### config.mk
export PLATFORM = sky130hd
export DESIGN_NAME = relu_forward_mask_layer
export DESIGN_NICKNAME = d
export VERILOG_FILES = /design/src/rtl/cnn_relu_pkg.sv /design/src/rtl/relu_mask_fifo.sv /design/src/rtl/relu_forward_mask_layer.sv
export SDC_FILE = /design/constraint.sdc
export NUM_CORES = 2
export LEC_CHECK = 0
export BUFFER_PORTS_ARGS = -buffer_cell sky130_fd_sc_hd__buf_2
export CORE_MARGIN = 2
export CORE_UTILIZATION = 57
export DETAILED_ROUTE_END_ITERATION = 12
export PLACE_DENSITY = 0.8
export RECOVER_POWER = 25
export SLEW_MARGIN = 20
export SYNTH_ARGS = -nofsm -noshare
export SYNTH_HDL_FRONTEND = slang
export SYNTH_SLANG_ARGS = --single-unit
### constraint.sdc
create_clock -name clk -period 3.42 [get_ports clk]
set_input_delay 0 -clock clk [delete_from_list [all_inputs] [get_ports clk]]
set_output_delay 0 -clock clk [all_outputs]
set_load 0.005 [all_outputs]
### src/rtl/cnn_relu_pkg.sv
// Shared fp32 helpers for the ReLU forward/backward layers.
// The leaky path (fp32_scale_pow2_down) is used when RELU_LEAKY_EN is defined.
package cnn_relu_pkg;

    typedef logic [31:0] fp32_t;

    localparam int FP_SIGN_BIT = 31;
    localparam int FP_EXP_MSB  = 30;
    localparam int FP_EXP_LSB  = 23;

    // +0, -0 and anything with the sign bit set are not positive.
    function automatic logic fp32_is_pos(fp32_t x);
        return ~x[FP_SIGN_BIT] & (|x[FP_EXP_MSB:0]);
    endfunction

    // Multiply by 2^-sh through the exponent field only. Results that would
    // underflow flush to a signed zero; zeros and denormals flush to +0.
    // NaN and Inf pass through unchanged.
    function automatic fp32_t fp32_scale_pow2_down(fp32_t x, int sh);
        logic [7:0] e;
        int         ed;
        fp32_t      r;
        e  = x[FP_EXP_MSB:FP_EXP_LSB];
        ed = int'({24'd0, e}) - sh;
        if (e == 8'hFF)
            r = x;
        else if (e == 8'h00)
            r = '0;
        else if (ed <= 0)
            r = {x[FP_SIGN_BIT], 31'd0};
        else
            r = {x[FP_SIGN_BIT], 8'(ed), x[FP_EXP_LSB-1:0]};
        return r;
    endfunction

endpackage

### src/rtl/relu_mask_fifo.sv
// Mask FIFO with registered storage; head entry is visible without a pop
// (first-word-fall-through). Pointers wrap naturally at power-of-two DEPTH.
module relu_mask_fifo #(
    parameter int DW    = 40,
    parameter int DEPTH = 16,
    localparam int AW   = $clog2(DEPTH)
) (
    input  logic          clk,
    input  logic          reset,
    input  logic          push,
    input  logic          pop,
    input  logic [DW-1:0] wdata,
    output logic [DW-1:0] rdata,
    output logic          full,
    output logic          empty,
    output logic [AW:0]   count
);

    logic [DEPTH-1:0][DW-1:0] mem_q;
    logic [AW-1:0]            wr_ptr_q, wr_ptr_d;
    logic [AW-1:0]            rd_ptr_q, rd_ptr_d;
    logic [AW:0]              count_q, count_d;
    logic                     do_push, do_pop;

    assign full  = (count_q == (AW+1)'(DEPTH));
    assign empty = (count_q == '0);
    assign count = count_q;
    assign rdata = mem_q[rd_ptr_q];

    assign do_push = push & ~full;
    assign do_pop  = pop & ~empty;

    always_comb begin
        wr_ptr_d = wr_ptr_q;
        rd_ptr_d = rd_ptr_q;
        count_d  = count_q;
        if (do_push) wr_ptr_d = wr_ptr_q + 1'b1;
        if (do_pop)  rd_ptr_d = rd_ptr_q + 1'b1;
        if (do_push && !do_pop)      count_d = count_q + 1'b1;
        else if (!do_push && do_pop) count_d = count_q - 1'b1;
    end

    // Storage is cleared on reset so the head reads as zero afterwards.
    always_ff @(posedge clk) begin
        if (!reset) begin
            mem_q    <= '0;
            wr_ptr_q <= '0;
            rd_ptr_q <= '0;
            count_q  <= '0;
        end else begin
            if (do_push) mem_q[wr_ptr_q] <= wdata;
            wr_ptr_q <= wr_ptr_d;
            rd_ptr_q <= rd_ptr_d;
            count_q  <= count_d;
        end
    end

endmodule

### src/rtl/relu_forward_mask_layer.sv
// Forward ReLU over WIDTH fp32 lanes with a one-deep output register and a
// positivity-mask FIFO for the backward stage. Define RELU_LEAKY_EN for leaky slope.
module relu_forward_mask_layer
    import cnn_relu_pkg::*;
#(
    parameter int WIDTH     = 8,
    parameter int DEPTH     = 16,
    parameter int NEG_SHIFT = 4,
    localparam int CW       = $clog2(DEPTH) + 1
) (
    input  logic                   clk,
    input  logic                   reset,
    input  logic [31:0]            id,
    input  logic [WIDTH-1:0][31:0] in_vec,
    input  logic                   in_valid,
    output logic                   in_ready,
    output logic [WIDTH-1:0][31:0] out_vec,
    output logic [31:0]            out_id,
    output logic                   out_valid,
    input  logic                   out_ready,
    input  logic                   mask_pop,
    output logic [WIDTH-1:0]       mask,
    output logic [31:0]            mask_id,
    output logic                   mask_valid,
    output logic [CW-1:0]          mask_count
);

    logic [WIDTH-1:0]       pos;
    logic [WIDTH-1:0][31:0] lane_out;
    logic [WIDTH-1:0][31:0] out_vec_q, out_vec_d;
    logic [31:0]            out_id_q, out_id_d;
    logic                   out_valid_q, out_valid_d;
    logic                   fifo_full, fifo_empty, xfer;
    logic [32+WIDTH-1:0]    fifo_rdata;

    for (genvar g = 0; g < WIDTH; g++) begin : g_lane
        assign pos[g] = fp32_is_pos(in_vec[g]);
`ifdef RELU_LEAKY_EN
        assign lane_out[g] = pos[g] ? in_vec[g] : fp32_scale_pow2_down(in_vec[g], NEG_SHIFT);
`else
        assign lane_out[g] = pos[g] ? in_vec[g] : 32'h0000_0000;
`endif
    end

    // Full comes from the registered count, so a same-cycle pop cannot open the input.
    assign in_ready = (~out_valid_q | out_ready) & ~fifo_full;
    assign xfer     = in_valid & in_ready;

    always_comb begin
        out_vec_d   = out_vec_q;
        out_id_d    = out_id_q;
        out_valid_d = out_valid_q;
        if (xfer) begin
            out_vec_d   = lane_out;
            out_id_d    = id;
            out_valid_d = 1'b1;
        end else if (out_valid_q && out_ready) begin
            out_valid_d = 1'b0;
        end
    end

    always_ff @(posedge clk) begin
        if (!reset) begin
            out_vec_q   <= '0;
            out_id_q    <= '0;
            out_valid_q <= 1'b0;
        end else begin
            out_vec_q   <= out_vec_d;
            out_id_q    <= out_id_d;
            out_valid_q <= out_valid_d;
        end
    end

    relu_mask_fifo #(
        .DW    (32 + WIDTH),
        .DEPTH (DEPTH)
    ) u_fifo (
        .clk   (clk),
        .reset (reset),
        .push  (xfer),
        .pop   (mask_pop),
        .wdata ({id, pos}),
        .rdata (fifo_rdata),
        .full  (fifo_full),
        .empty (fifo_empty),
        .count (mask_count)
    );

    assign out_vec    = out_vec_q;
    assign out_id     = out_id_q;
    assign out_valid  = out_valid_q;
    assign mask       = fifo_rdata[WIDTH-1:0];
    assign mask_id    = fifo_rdata[32+WIDTH-1:WIDTH];
    assign mask_valid = ~fifo_empty;

endmodule

======== Word-level counts from Yosys, hierarchy flattened ========
Cells that the tools add are included.
storage, ports and cells
  register bits after elaboration ......... 942
operators by class
  bitwise operators ....................... 24
  eq/ne operators ......................... 1
  add/sub/neg operators ................... 4
  $lt $le $gt $ge ......................... 3
  muxes and demuxes ....................... 17
  reductions and logical operators ........ 17
operator list
  kind                                                                          number
  640-bit bitwise mux                                                           1
  32-bit 2-to-1 mux                                                             8
  31-bit OR reduction                                                           8
  40-bit binary-select mux with 4-bit select                                    1
  40-bit demux with 4-bit select                                                1
  40-bit 2-to-1 mux                                                             2
  1-bit bitwise AND                                                             12
  1-bit inverter                                                                11
  4-bit by 5-bit less-than comparator with 1-bit output, second input constant  2
  5-bit 2-to-1 mux                                                              2
  4-bit by 1-bit adder with 4-bit output, second input constant                 2
  5-bit by 1-bit adder with 5-bit output, second input constant                 1
  5-bit equality test, second input constant                                    1
  5-bit zero test                                                               1
  5-bit by 1-bit subtractor with 5-bit output, second input constant            1
  4-bit by 1-bit >= comparator with 1-bit output, second input constant         1
  1-bit logical AND                                                             4
  2-bit nonzero test                                                            2
  1-bit zero test                                                               2
  1-bit 2-to-1 mux                                                              2
  1-bit bitwise OR                                                              1

======== Logic depth before layout (Yosys ltp) ========
  word-level depth ........................ 9
  mapped depth ............................ 12
  mapped depth without buffers ............ 10

======== Modules after synthesis ========
From an unflattened synthesis, not the netlist that was laid out.
second synthesis, totals
  cell total of the unflattened synthesis .. 4134
  area, all modules ....................... 39085.0 µm²
modules (own cells, without submodules)
  module                   seq. area each (µm²)  area an instance (µm²)  cells each  instances
  relu_mask_fifo           13072.5               29335.6                 3323        1
  relu_forward_mask_layer  5785.5                9749.4                  811         1

======== Worst setup path before layout ========
OpenSTA, ideal clock, no wires.
  path kind ............................... register to register
  start ................................... register u_fifo.count_q[0] (netlist: u_fifo.count[0])
  end ..................................... register u_fifo.count_q[4] (netlist: u_fifo.count[4])
  stages on the path, launching flop included .. 12
  path slack .............................. 0.431 ns
  data arrival time ....................... 2.918 ns
  period minus slack after synthesis ...... 2.989 ns
  cell sequence ........................... dfxtp_1 -> or4_4 -> o211ai_4 -> inv_2 -> buf_6 -> clkbuf_1 -> ha_1 -> fa_1 -> nand2b_1 -> a21oi_1 -> mux2i_1 -> mux2i_1
between the ends
  longest elaborated chain between the ends .. 8
ends and longest elaborated chain
  what                                 line                                                 text
  start: declaration                   relu_mask_fifo.sv:22                                 logic [AW:0] count_q, count_d;
  start signal: assignment             relu_mask_fifo.sv:54                                 count_q <= count_d;
  5-bit equality test *                relu_mask_fifo.sv:25                                 assign full = (count_q == (AW+1)'(DEPTH));
  1-bit inverter *                     relu_mask_fifo.sv:30, relu_forward_mask_layer.sv:46
  1-bit bitwise AND                    relu_forward_mask_layer.sv:46                        assign in_ready = (~out_valid_q | out_ready) & ~fifo_full;
  1-bit bitwise AND                    relu_forward_mask_layer.sv:47                        assign xfer = in_valid & in_ready;
  1-bit bitwise AND *                  relu_mask_fifo.sv:30                                 assign do_push = push & ~full;
  named net u_fifo.do_push             relu_mask_fifo.sv:23                                 logic do_push, do_pop;
  1-bit zero test                      relu_mask_fifo.sv:40                                 else if (!do_push && do_pop) count_d = count_q - 1'b1;
  1-bit logical AND                    relu_mask_fifo.sv:40
  2-bit nonzero test (no source line)  -
The timed path passes the listed nets; every way through them passes the cells marked *. The select of a mux whose other input is x is not followed.
A chain may end at the register's enable or synchronous reset.

======== Final worst setup path ========
  start ................................... register u_fifo.count_q[0] (netlist: u_fifo.count[0])
  end ..................................... register u_fifo.count_q[4] (netlist: u_fifo.count[4])
between the ends
  longest elaborated chain between the ends .. 8
ends and longest elaborated chain
  what                                 line
  5-bit equality test                  relu_mask_fifo.sv:25
  1-bit inverter                       relu_mask_fifo.sv:30, relu_forward_mask_layer.sv:46
  1-bit bitwise AND                    relu_forward_mask_layer.sv:46
  1-bit bitwise AND                    relu_forward_mask_layer.sv:47
  1-bit bitwise AND                    relu_mask_fifo.sv:30
  1-bit zero test                      relu_mask_fifo.sv:40
  1-bit logical AND                    relu_mask_fifo.sv:40
  2-bit nonzero test (no source line)  -
Several ways; a longest one is shown, not always the timed one. The select of a mux whose other input is x is not followed.

==> out/metrics.yaml <==
timing:
  setup_viol: 0
  fin_crit_sh_pct: 90.8
  tightest_slew_ns: 1.45
  slew_headroom_pct: 3.26
  maxSlewViolCount: 0
  fmax_ghz: 0.322
  tns_ns: 0
  skew_ns: 0.0281
  rsz0062_at_grt: "false"
  layout_min_cycle_time_ns: 3.11
  hold_slack_ns: 0.0961
  final_hold_viol_count: 0
setup_path:
  worstPathRequired_ns: 4.01
  start_kind: "register"
  critPathMostFrequentCell: "mux2i_1"
  crit_slowest_cell: "or4_1"
  cp-startpoint: "u_fifo.count[0]$_SDFFE_PN0P_"
  cp_top_family: "simple AND/OR/NAND/NOR gates"
  slowest_delay_ns: 0.64
  cp_max_fo: 9
  worst_setup_path_end_kind: "register"
  r2r-start: "u_fifo.count[0]$_SDFFE_PN0P_"
  worstSetupPathType: "reg2reg"
  path_cells: "or4_1 -> o211ai_4 -> inv_1 -> ha_1 -> fa_1 -> nand2b_1 -> a21oi_1 -> mux2i_1 -> mux2i_1"
  path_buf_inv: 1
  worstPathArrival_ns: 3.69
die:
  die_x_um: 266
  ios: 629
  die_h_um: 266
  start_util_pct: 57.8
  num_rows: 95
  dieArea_um2: 70500
  core-area_um2: 67400
synth:
  synth.top_cell.area_share_pct: 48.4
  ys_types: 45
  netlist_area_um2: 39000
  synth_edf_count: 0
  postSynth.asyncResetShare_pct: 0
  synth_top_area_cell: "dfxtp_1"
  yosysWarnings: 0
  syn_inst: 4248
  synthTopCellsByCount: "dfxtp_1, nand3_1, a21oi_1"
  syn_avg_cell_area_um2: 9.18
  synth_area_leaders: "dfxtp_1, mux4_2, nand3_1"
  ys_seq_elements: 942
  yosysMostFrequentCell: "dfxtp_1"
  synth-seq-area-share_pct: 48.4
  synth-main-ff-cell: "dfxtp_1"
  synth_nets: 4551
power:
  vdd_drop_max_uv: 442
  p_leak_nw: 17.2
  finalPower_mw: 29.9
  powerDensity_nw_per_um2: 617
clock_tree:
  clkTransAtPathRegs_ns: 0.06
  clockBufferDepth: 3
  insertion_delay_ns: 0.68
  clock-sinks: 942
  cts_root_buf: "clkbuf_16"
  cts_tree: "built"
  htree_levels: 3
  cts_buffers: 95
grt:
  grt_pass1_vias: 37700
  grt_overflow: 0
  grt-busiest-layer: "met2"
  grtUsageTotal_pct: 44.3
  grtUsageMet3_pct: 15.0
  antenna_found_initial: 22
  grt_first_pass_wirelength_um: 239000
  use_met2_pct: 65.9
  grt_max_degree: 201
  grt.met1_usage_pct: 51.2
route:
  num_vias: 39700
  ant_nets: 0
  vias_per_cell: 6.87
  dr.first_iter.drc_count: 5961
  routedWlPerCell_um: 27.9
  wirelength_um: 161000
  drc: 0
  drt_pass1_iterations: 11
placement:
  port_buffers: 628
  place_area_um2: 42200
  hpwl_um: 93200
  place_congestion: 0.978
finish:
  stdcell_area_um2: 48500
  nets: 5119
  drive_above_1_share_pct: 16.9
  area_growth_pct: 24.3
min_path:
  hold_path_class: "in2reg"
  min-delay-start: "in_vec[143]"
status:
  status: "completed"
run:
  drv_cap: 0
## timing repair
item,in CTS,in global routing
hold endpoints to repair,922,0
hold buffers,292,0
resized for setup,0,0
buffers inserted,0,0
## power by group
group,switching [mW],internal (mW),total (mW)
combinational,3.85,2.08,5.92
sequential,0.443,11.4,11.9
clock,4.70,7.41,12.1
## cells by family (layout without fill, tap and decap cells)
| logic type | Yosys count | in the layout | synth area share (%) |
|---|---|---|---|
| xor gates and xnor gates | 6 | 6 | 0.135 |
| other | 0 | 11 | 0 |
| muxes | 163 | 163 | 9.32 |
| and+or+nand+nor | 1041 | 1041 | 12.8 |
| DFF | 942 | 942 | 48.4 |
| AOI/OAI and AO/OA | 1544 | 1544 | 23.4 |
| buffers and inverters | 542 | 1190 | 5.67 |
| adders and majority gates | 10 | 10 | 0.340 |
## layout make-up
type,instances,area (um2)
fill,4885,18900
sequential,942,18900
multi-input combinational,2764,18100
timing repair buffer,997,6690
clock buffer,129,2760
tap,873,1090
clock inverter,48,883
inverter,16,67.6
antenna,11,27.5
## layout by cell type (no fill, tap or decap), types with 5 or more instances in the layout
cell and instances:
clkbuf_16 96, a22o_1 248, inv_1 15, clkbuf_8 23, dlygate4sd3_1 292, bufinv_16 23, o21ai_0 513, nor3_1 8
dfxtp_1 940, mux4_2 160, o2111a_2 5, diode_2 11, buf_2 392, nand3_1 642, nand2_1 242, clkbuf_1 246
a21oi_1 552, nor2_1 43, ha_1 9, o22ai_1 128, nand4_1 16, and3_1 8, buf_12 28, buf_4 46
a22oi_1 80, clkinv_2 17, nor4_1 57
## registers in the layout (all words and copies together), names as in the netlist
signal           cells
u_fifo.wr_ptr_q      4
out_vec            256
u_fifo.mem_q       640
out_valid            1
u_fifo.count         5
u_fifo.rd_ptr_q      4
out_id              32
## metal layers
| metal | vias up | routed length [um] |
|---|---|---|
| met5 | - | 161 |
| met4 | 18 | 16200 |
| met3 | 811 | 20400 |
| met2 | 3075 | 70700 |
| met1 | 18900 | 53900 |
| li1 | 16900 | - |
## worst reg2reg max path, stage by stage (launching register included)
cell	delay, ns
dfxtp_1	0.36
or4_1	0.64
o211ai_4	0.20
inv_1	0.29
ha_1	0.35
fa_1	0.41
nand2b_1	0.16
a21oi_1	0.17
mux2i_1	0.25
mux2i_1	0.20
## final timing paths
kind | endpoint | slack, ns | depth (start not counted)
worst max-delay path | u_fifo.count[4]$_SDFFE_PN0P_ | 0.31 | 9
worst min-delay path | out_vec[143]$_SDFFE_PN0P_ | 0.1 | 3
worst min register to register | out_id[18]$_SDFFE_PN0P_ | 0.45 | 2
worst max register to register | u_fifo.count[4]$_SDFFE_PN0P_ | 0.31 | 9
## stage by stage
stage	cells	worst slack (ns)	utilization (%)
6_report	5780	0.313	71.9
3_3_place_gp	5300	0.622	62.6
4_1_cts	5769	0.392	72.3
5_1_grt	5771	0.184	71.9
2_1_floorplan	4248	0.431	-
3_5_place_dp	5300	0.583	62.6
Note: power is estimated with default switching activity, not from simulation.
